`src/rtl/fwrisc_prog_loader_pkg.sv`:
```
// Shared definitions for the framed program loader: state codes, sync byte, error codes.
// The optional trailing checksum is enabled by defining PROG_LOADER_CHKSUM_EN.
package fwrisc_prog_loader_pkg;

  typedef logic [2:0] state_t;

  localparam state_t ST_SYNC  = 3'd0;
  localparam state_t ST_LEN_H = 3'd1;
  localparam state_t ST_LEN_L = 3'd2;
  localparam state_t ST_DATA  = 3'd3;
  localparam state_t ST_CSUM  = 3'd4;
  localparam state_t ST_DONE  = 3'd5;
  localparam state_t ST_ERR   = 3'd6;

  localparam logic [7:0] SYNC_BYTE = 8'h5A;

  localparam logic [1:0] ERR_NONE    = 2'b00;
  localparam logic [1:0] ERR_LEN     = 2'b01;
  localparam logic [1:0] ERR_TIMEOUT = 2'b10;
  localparam logic [1:0] ERR_CSUM    = 2'b11;

  // A frame must carry at least one word and must fit in the ITCM.
  function automatic logic len_ok(input logic [15:0] len, input int unsigned aw);
    return (len != 16'd0) && ({16'd0, len} <= (32'd1 << aw));
  endfunction

endpackage

```
`src/rtl/fwrisc_prog_word_pack.sv`:
```
// Packs payload bytes MSB-first into 32-bit words; word_valid pulses the cycle
// after the fourth byte of each word, while word holds the completed word.
module fwrisc_prog_word_pack (
  input  logic        clock,
  input  logic        reset,
  input  logic        clear,
  input  logic        byte_valid,
  input  logic [7:0]  byte_data,
  output logic        word_valid,
  output logic [31:0] word
);

  logic [1:0] byte_cnt;

  // NOTE: sequential state uses non-blocking assignments so every register
  // samples the pre-edge values of the others.
  always_ff @(posedge clock) begin
    if (reset || clear) begin
      byte_cnt   <= 2'd0;
      word       <= 32'd0;
      word_valid <= 1'b0;
    end else begin
      word_valid <= byte_valid && (byte_cnt == 2'd3);
      if (byte_valid) begin
        word     <= {word[23:0], byte_data};
        byte_cnt <= byte_cnt + 2'd1;
      end
    end
  end

endmodule

```
`src/rtl/fwrisc_prog_loader.sv`:
```
// Framed UART-to-ITCM program loader that holds the core in reset until a valid image lands.
// Define PROG_LOADER_CHKSUM_EN to require a trailing 8-bit payload checksum byte.
module fwrisc_prog_loader
  import fwrisc_prog_loader_pkg::*;
#(
  parameter int ITCM_AW     = 12,
  parameter int TIMEOUT_CYC = 1000000
) (
  input  logic               clock,
  input  logic               reset,
  input  logic [7:0]         rx_data_i,
  input  logic               rx_valid_i,
  output logic               rx_en_o,
  output logic               itcm_we_o,
  output logic [ITCM_AW-1:0] itcm_addr_o,
  output logic [31:0]        itcm_wdata_o,
  output logic               core_reset_o,
  output logic               done_o,
  output logic               err_o,
  output logic [1:0]         err_code_o
);

  localparam int           TW      = $clog2(TIMEOUT_CYC + 1);
  localparam logic [TW-1:0] TO_LAST = TW'(TIMEOUT_CYC - 1);

  state_t             state;
  logic [7:0]         len_hi;
  logic [15:0]        len;
  logic [ITCM_AW-1:0] addr;
  logic [TW-1:0]      to_cnt;
  logic [1:0]         err_code;

  logic        in_data;
  logic        frame_active;
  logic        sync_hit;
  logic        last_write;
  logic        pack_valid;
  logic        timeout_hit;
  logic        word_valid;
  logic [31:0] word;

  assign in_data      = (state == ST_DATA);
  assign frame_active = state inside {ST_LEN_H, ST_LEN_L, ST_DATA, ST_CSUM};
  assign sync_hit     = (state == ST_SYNC) && rx_valid_i && (rx_data_i == SYNC_BYTE);
  assign last_write   = in_data && word_valid && ({20'd0, addr} == ({16'd0, len} - 32'd1));
  // A byte arriving in the cycle of the final write is past the payload.
  assign pack_valid   = in_data && rx_valid_i && !last_write;
  assign timeout_hit  = frame_active && !rx_valid_i && (to_cnt == TO_LAST);

  fwrisc_prog_word_pack u_pack (
    .clock      (clock),
    .reset      (reset),
    .clear      (sync_hit),
    .byte_valid (pack_valid),
    .byte_data  (rx_data_i),
    .word_valid (word_valid),
    .word       (word)
  );

  always_ff @(posedge clock) begin
    if (reset || rx_valid_i || !frame_active) begin
      to_cnt <= '0;
    end else if (to_cnt != TO_LAST) begin
      to_cnt <= to_cnt + 1'b1;
    end
  end

`ifdef PROG_LOADER_CHKSUM_EN
  logic [7:0] csum;

  always_ff @(posedge clock) begin
    if (reset || sync_hit) begin
      csum <= 8'd0;
    end else if (pack_valid) begin
      csum <= csum + rx_data_i;
    end
  end
`endif

  always_ff @(posedge clock) begin
    if (reset) begin
      state    <= ST_SYNC;
      err_code <= ERR_NONE;
      len_hi   <= 8'd0;
      len      <= 16'd0;
      addr     <= '0;
    end else if (timeout_hit) begin
      state    <= ST_ERR;
      err_code <= ERR_TIMEOUT;
    end else begin
      case (state)
        ST_SYNC: begin
          if (sync_hit) begin
            state <= ST_LEN_H;
            addr  <= '0;
          end
        end
        ST_LEN_H: begin
          if (rx_valid_i) begin
            len_hi <= rx_data_i;
            state  <= ST_LEN_L;
          end
        end
        ST_LEN_L: begin
          if (rx_valid_i) begin
            len <= {len_hi, rx_data_i};
            if (len_ok({len_hi, rx_data_i}, ITCM_AW)) begin
              state <= ST_DATA;
            end else begin
              state    <= ST_ERR;
              err_code <= ERR_LEN;
            end
          end
        end
        ST_DATA: begin
          if (word_valid) begin
            if (last_write) begin
`ifdef PROG_LOADER_CHKSUM_EN
              if (rx_valid_i) begin
                if (rx_data_i == csum) begin
                  state <= ST_DONE;
                end else begin
                  state    <= ST_ERR;
                  err_code <= ERR_CSUM;
                end
              end else begin
                state <= ST_CSUM;
              end
`else
              state <= ST_DONE;
`endif
            end else begin
              addr <= addr + 1'b1;
            end
          end
        end
`ifdef PROG_LOADER_CHKSUM_EN
        ST_CSUM: begin
          if (rx_valid_i) begin
            if (rx_data_i == csum) begin
              state <= ST_DONE;
            end else begin
              state    <= ST_ERR;
              err_code <= ERR_CSUM;
            end
          end
        end
`endif
        default: ;
      endcase
    end
  end

  assign rx_en_o      = !((state == ST_DONE) || (state == ST_ERR));
  assign core_reset_o = (state != ST_DONE);
  assign done_o       = (state == ST_DONE);
  assign err_o        = (state == ST_ERR);
  assign err_code_o   = err_code;
  assign itcm_we_o    = word_valid && in_data;
  assign itcm_addr_o  = addr;
  assign itcm_wdata_o = word;

endmodule

```
`config.mk`:
```
export PLATFORM = sky130hd
export DESIGN_NAME = fwrisc_prog_loader
export DESIGN_NICKNAME = d
export VERILOG_FILES = /design/src/rtl/fwrisc_prog_loader_pkg.sv /design/src/rtl/fwrisc_prog_word_pack.sv /design/src/rtl/fwrisc_prog_loader.sv
export SDC_FILE = /design/constraint.sdc
export NUM_CORES = 1
export LEC_CHECK = 0
export BUFFER_PORTS_ARGS = -buffer_cell sky130_fd_sc_hd__buf_2
export CAP_MARGIN = 20
export CORE_UTILIZATION = 40
export CTS_CLUSTER_DIAMETER = 30
export CTS_CLUSTER_SIZE = 28
export DETAILED_ROUTE_END_ITERATION = 6
export HOLD_SLACK_MARGIN = 0.06
export PLACE_DENSITY = 0.63
export SETUP_SLACK_MARGIN = 0.15
export SLEW_MARGIN = 40
export SYNTH_ARGS = -nofsm -noshare
export SYNTH_HDL_FRONTEND = slang
export SYNTH_SLANG_ARGS = --single-unit
export TNS_END_PERCENT = 30
```
`constraint.sdc`:
```
create_clock -name clock -period 3.5 [get_ports clock]
set_input_delay 0.175 -clock clock [delete_from_list [all_inputs] [get_ports clock]]
set_output_delay 0.175 -clock clock [all_outputs]
set_load 0.01 [all_outputs]
```
==> out/results.ini <==
[outcome]
status = complete, no violations

[final_layout]
drive_gt1_share_pct = 15.4
antenna_cells = 0
area_growth_pct = 14.3
layout_commonest_cell = dfxtp_1
fillers = 1133
fin_nets = 619
most-common-layout-cells = 96 x dfxtp_1, 95 x nand2_1, 61 x buf_2, 51 x nand3_1
final_cell_count_no_fill = 749

[floorplanning]
io_pins = 62
die_area_um2 = 11700
die_w_um = 108
core_area_um2 = 10900
die_height_um = 108
row_count = 38
initial_core_util_pct = 41.4

[critical_path]
crit_start = len[2]$_SDFFE_PP0P_
path_max_fanout = 68
worstSetupEndpointType = flip-flop
cp.required_ns = 3.77
timing.rr.end = u_pack.word[13]$_SDFFE_PP0P_
reg2reg_depth = 8
path_class = flip-flop to flip-flop
critPathArrivalTime_ns = 3.03
worstSetupStartpointType = flip-flop
r2r_slack_ns = 0.74
r2r_start = len[2]$_SDFFE_PP0P_

[global_routing]
busiest_layer = met2
grt_usage_pct = 19.5
use_met3_pct = 4.40
grt_pass1_wl_mm = 17.9
antenna_found_initial = 0
grt_pass1_vias = 3772
grt_max_degree = 72
overflow = 0
globalRouteMet1Util_pct = 25.9
met2_usage_pct = 30.3

[sta]
tightest_slew_ns = 0.667
fmax_mhz = 363
hold_violations = 0
slew_violations = 0
tns_ns = 0
rsz0062_at_grt = no
postLayoutSetupSlackWorst_ns = 0.743
setup_viol = 0
slew_headroom_pct = 55.5
layout_min_cycle_time_ns = 2.76
whs_ns = 0.126
final_min_period_over_clock_period_pct = 78.8
fin_skew_ns = 0.00956

[cts]
cts_tree = built
cts_buffers = 9
cts.clk_slew.worst_paths_ns = 0.07
cts_root_buf = clkbuf_16
cts.sinks = 96
postCtsHoldBufs = 0
ctsResizeCount = 0
insertion_delay_ns = 0.35
cts_setup_buffers = 0
cts_buffer_depth = 2
htreeDepth = 3

[synthesis]
syn-num-nets = 576
syn_avg_cell_area_um2 = 8.06
synth_seq_cells = 96
syn-cell-area_um2 = 4520
synth-async-reset-ratio_pct = 0
yosysSeqAreaShare_pct = 42.5
ys_types = 60
synth_cells = 561
synth_edf_count = 0
yosysWarnings = 0
synth_ff_type = dfxtp_1

[drt]
num_vias = 4103
wl_per_cell_um = 14.3
viasPerCell = 5.48
drt_iter0_markers = 251
postRouteAntennaNets = 0
wirelength_mm = 10.7
dr.pass1.iters = 5
post-route-drc-count = 0

[power_and_ir_drop]
vdd_drop_max_uv = 234
p_leak_uw = 0.00196
powerDensity_nw_per_um2 = 403

[place]
dp_slack_ns = 0.750
dp_hpwl_mm = 7.57
portBuffers = 61
gp_congestion = 0.865
place_inst = 733

[min_path]
hold_path.class = input port to flip-flop
hold_depth = 3
hp-start = rx_data_i[4]
holdPathEnd = len[4]$_SDFFE_PP0P_

[run]
drv_cap = 0

-- per-stage QoR --
stage | utilization [%] | power (uW) | area, um^2
floorplan | - | 1140 | 4520
global placement | 44.7 | 1160 | 4890
detailed placement | 44.7 | 1160 | 4890
CTS | 47.3 | 2110 | 5170
global route | 47.3 | 2160 | 5170
finish | 47.3 | 2080 | 5170
-- where the power goes --
part	leakage [uW]	total, uW	internal [uW]	switching, uW
clock	0.000134	951	495	456
combinational	0.00106	41.9	8.54	33.3
sequential	0.000773	1090	1090	0.215
total	0.00196	2080	1590	489
-- sequential cells by signal, indices dropped and copies added (netlist names) --
name               flops
err_code_o             2
state                  3
u_pack.byte_cnt        2
to_cnt                20
u_pack.word           32
len_hi                 8
itcm_addr_o           12
u_pack.word_valid      1
len                   16
-- Yosys cell counts (3+ instances only) --
cell type | n | share of area (%)
dfxtp_1 | 96 | 42
nand2_1 | 95 | 7.9
nand3_1 | 51 | 5.6
nor2_1 | 42 | 3.5
o21ai_0 | 41 | 4.5
a21oi_1 | 36 | 4.0
clkbuf_1 | 20 | 1.7
xor2_1 | 18 | 3.5
nor3_1 | 12 | 1.3
xnor2_1 | 12 | 2.3
nor4_1 | 11 | 1.5
or3_1 | 11 | 1.5
and3_1 | 10 | 1.4
inv_1 | 10 | 0.83
mux2i_1 | 9 | 2.0
nand4_1 | 6 | 0.83
a21o_1 | 4 | 0.66
buf_2 | 4 | 0.44
buf_6 | 4 | 1.0
ha_1 | 4 | 1.1
o21ai_1 | 4 | 0.44
o31a_1 | 4 | 0.77
a31o_2 | 3 | 0.58
and2_1 | 3 | 0.41
clkbuf_2 | 3 | 0.33
-- critical path, cell delays in order, from the launching register on --
cell,delay (ns)
dfxtp_1,0.43
or4_4,0.60
o31a_1,0.34
o21a_1,0.19
o2111a_1,0.30
a31oi_4,0.25
buf_12,0.27
nand3_1,0.15
o21ai_0,0.12
-- layer usage --
layer | share of wire, % | up-vias
met1 | 47 | 1893
li1 | - | 2065
met3 | 7.4 | 13
met4 | 1.6 | 0
met5 | 0 | -
met2 | 44 | 132
-- how the worst max path moves through the flow --
stage	slack, ns	end
global route	0.51	itcm_addr_o[6]$_SDFFE_PP0P_
finish	0.74	u_pack.word[13]$_SDFFE_PP0P_
floorplan	1.09	u_pack.word[23]$_SDFFE_PP0P_
detailed placement	0.75	itcm_addr_o[6]$_SDFFE_PP0P_
CTS	0.75	itcm_addr_o[6]$_SDFFE_PP0P_
global placement	0.85	u_pack.byte_cnt[0]$_SDFFE_PP0P_
-- cell type report --
type / instances / area, um^2 / area share [%]
clock inverters: 7 / 58.8 / 1.14
clock buffers: 9 / 225 / 4.36
repair buffers: 65 / 348 / 6.73
multi-input cells: 422 / 2400 / 46.5
well taps: 140 / 175 / 3.39
flip-flops and latches: 96 / 1920 / 37.2
inverters: 10 / 37.5 / 0.726
-- logic make-up (layout without fill, tap and decap cells) --
family	after synthesis	after routing	synth area share, %
AND/OR/NAND/NOR	263	263	28.3
AO/OA/AOI/OAI	116	116	15.8
flip-flops	96	96	42.5
buffers and inverters	43	91	4.51
XOR/XNOR	30	30	5.81
multiplexers	9	9	1.99
adder cells (fa/ha/maj)	4	4	1.11
Note: power is estimated with default switching activity, not from simulation.
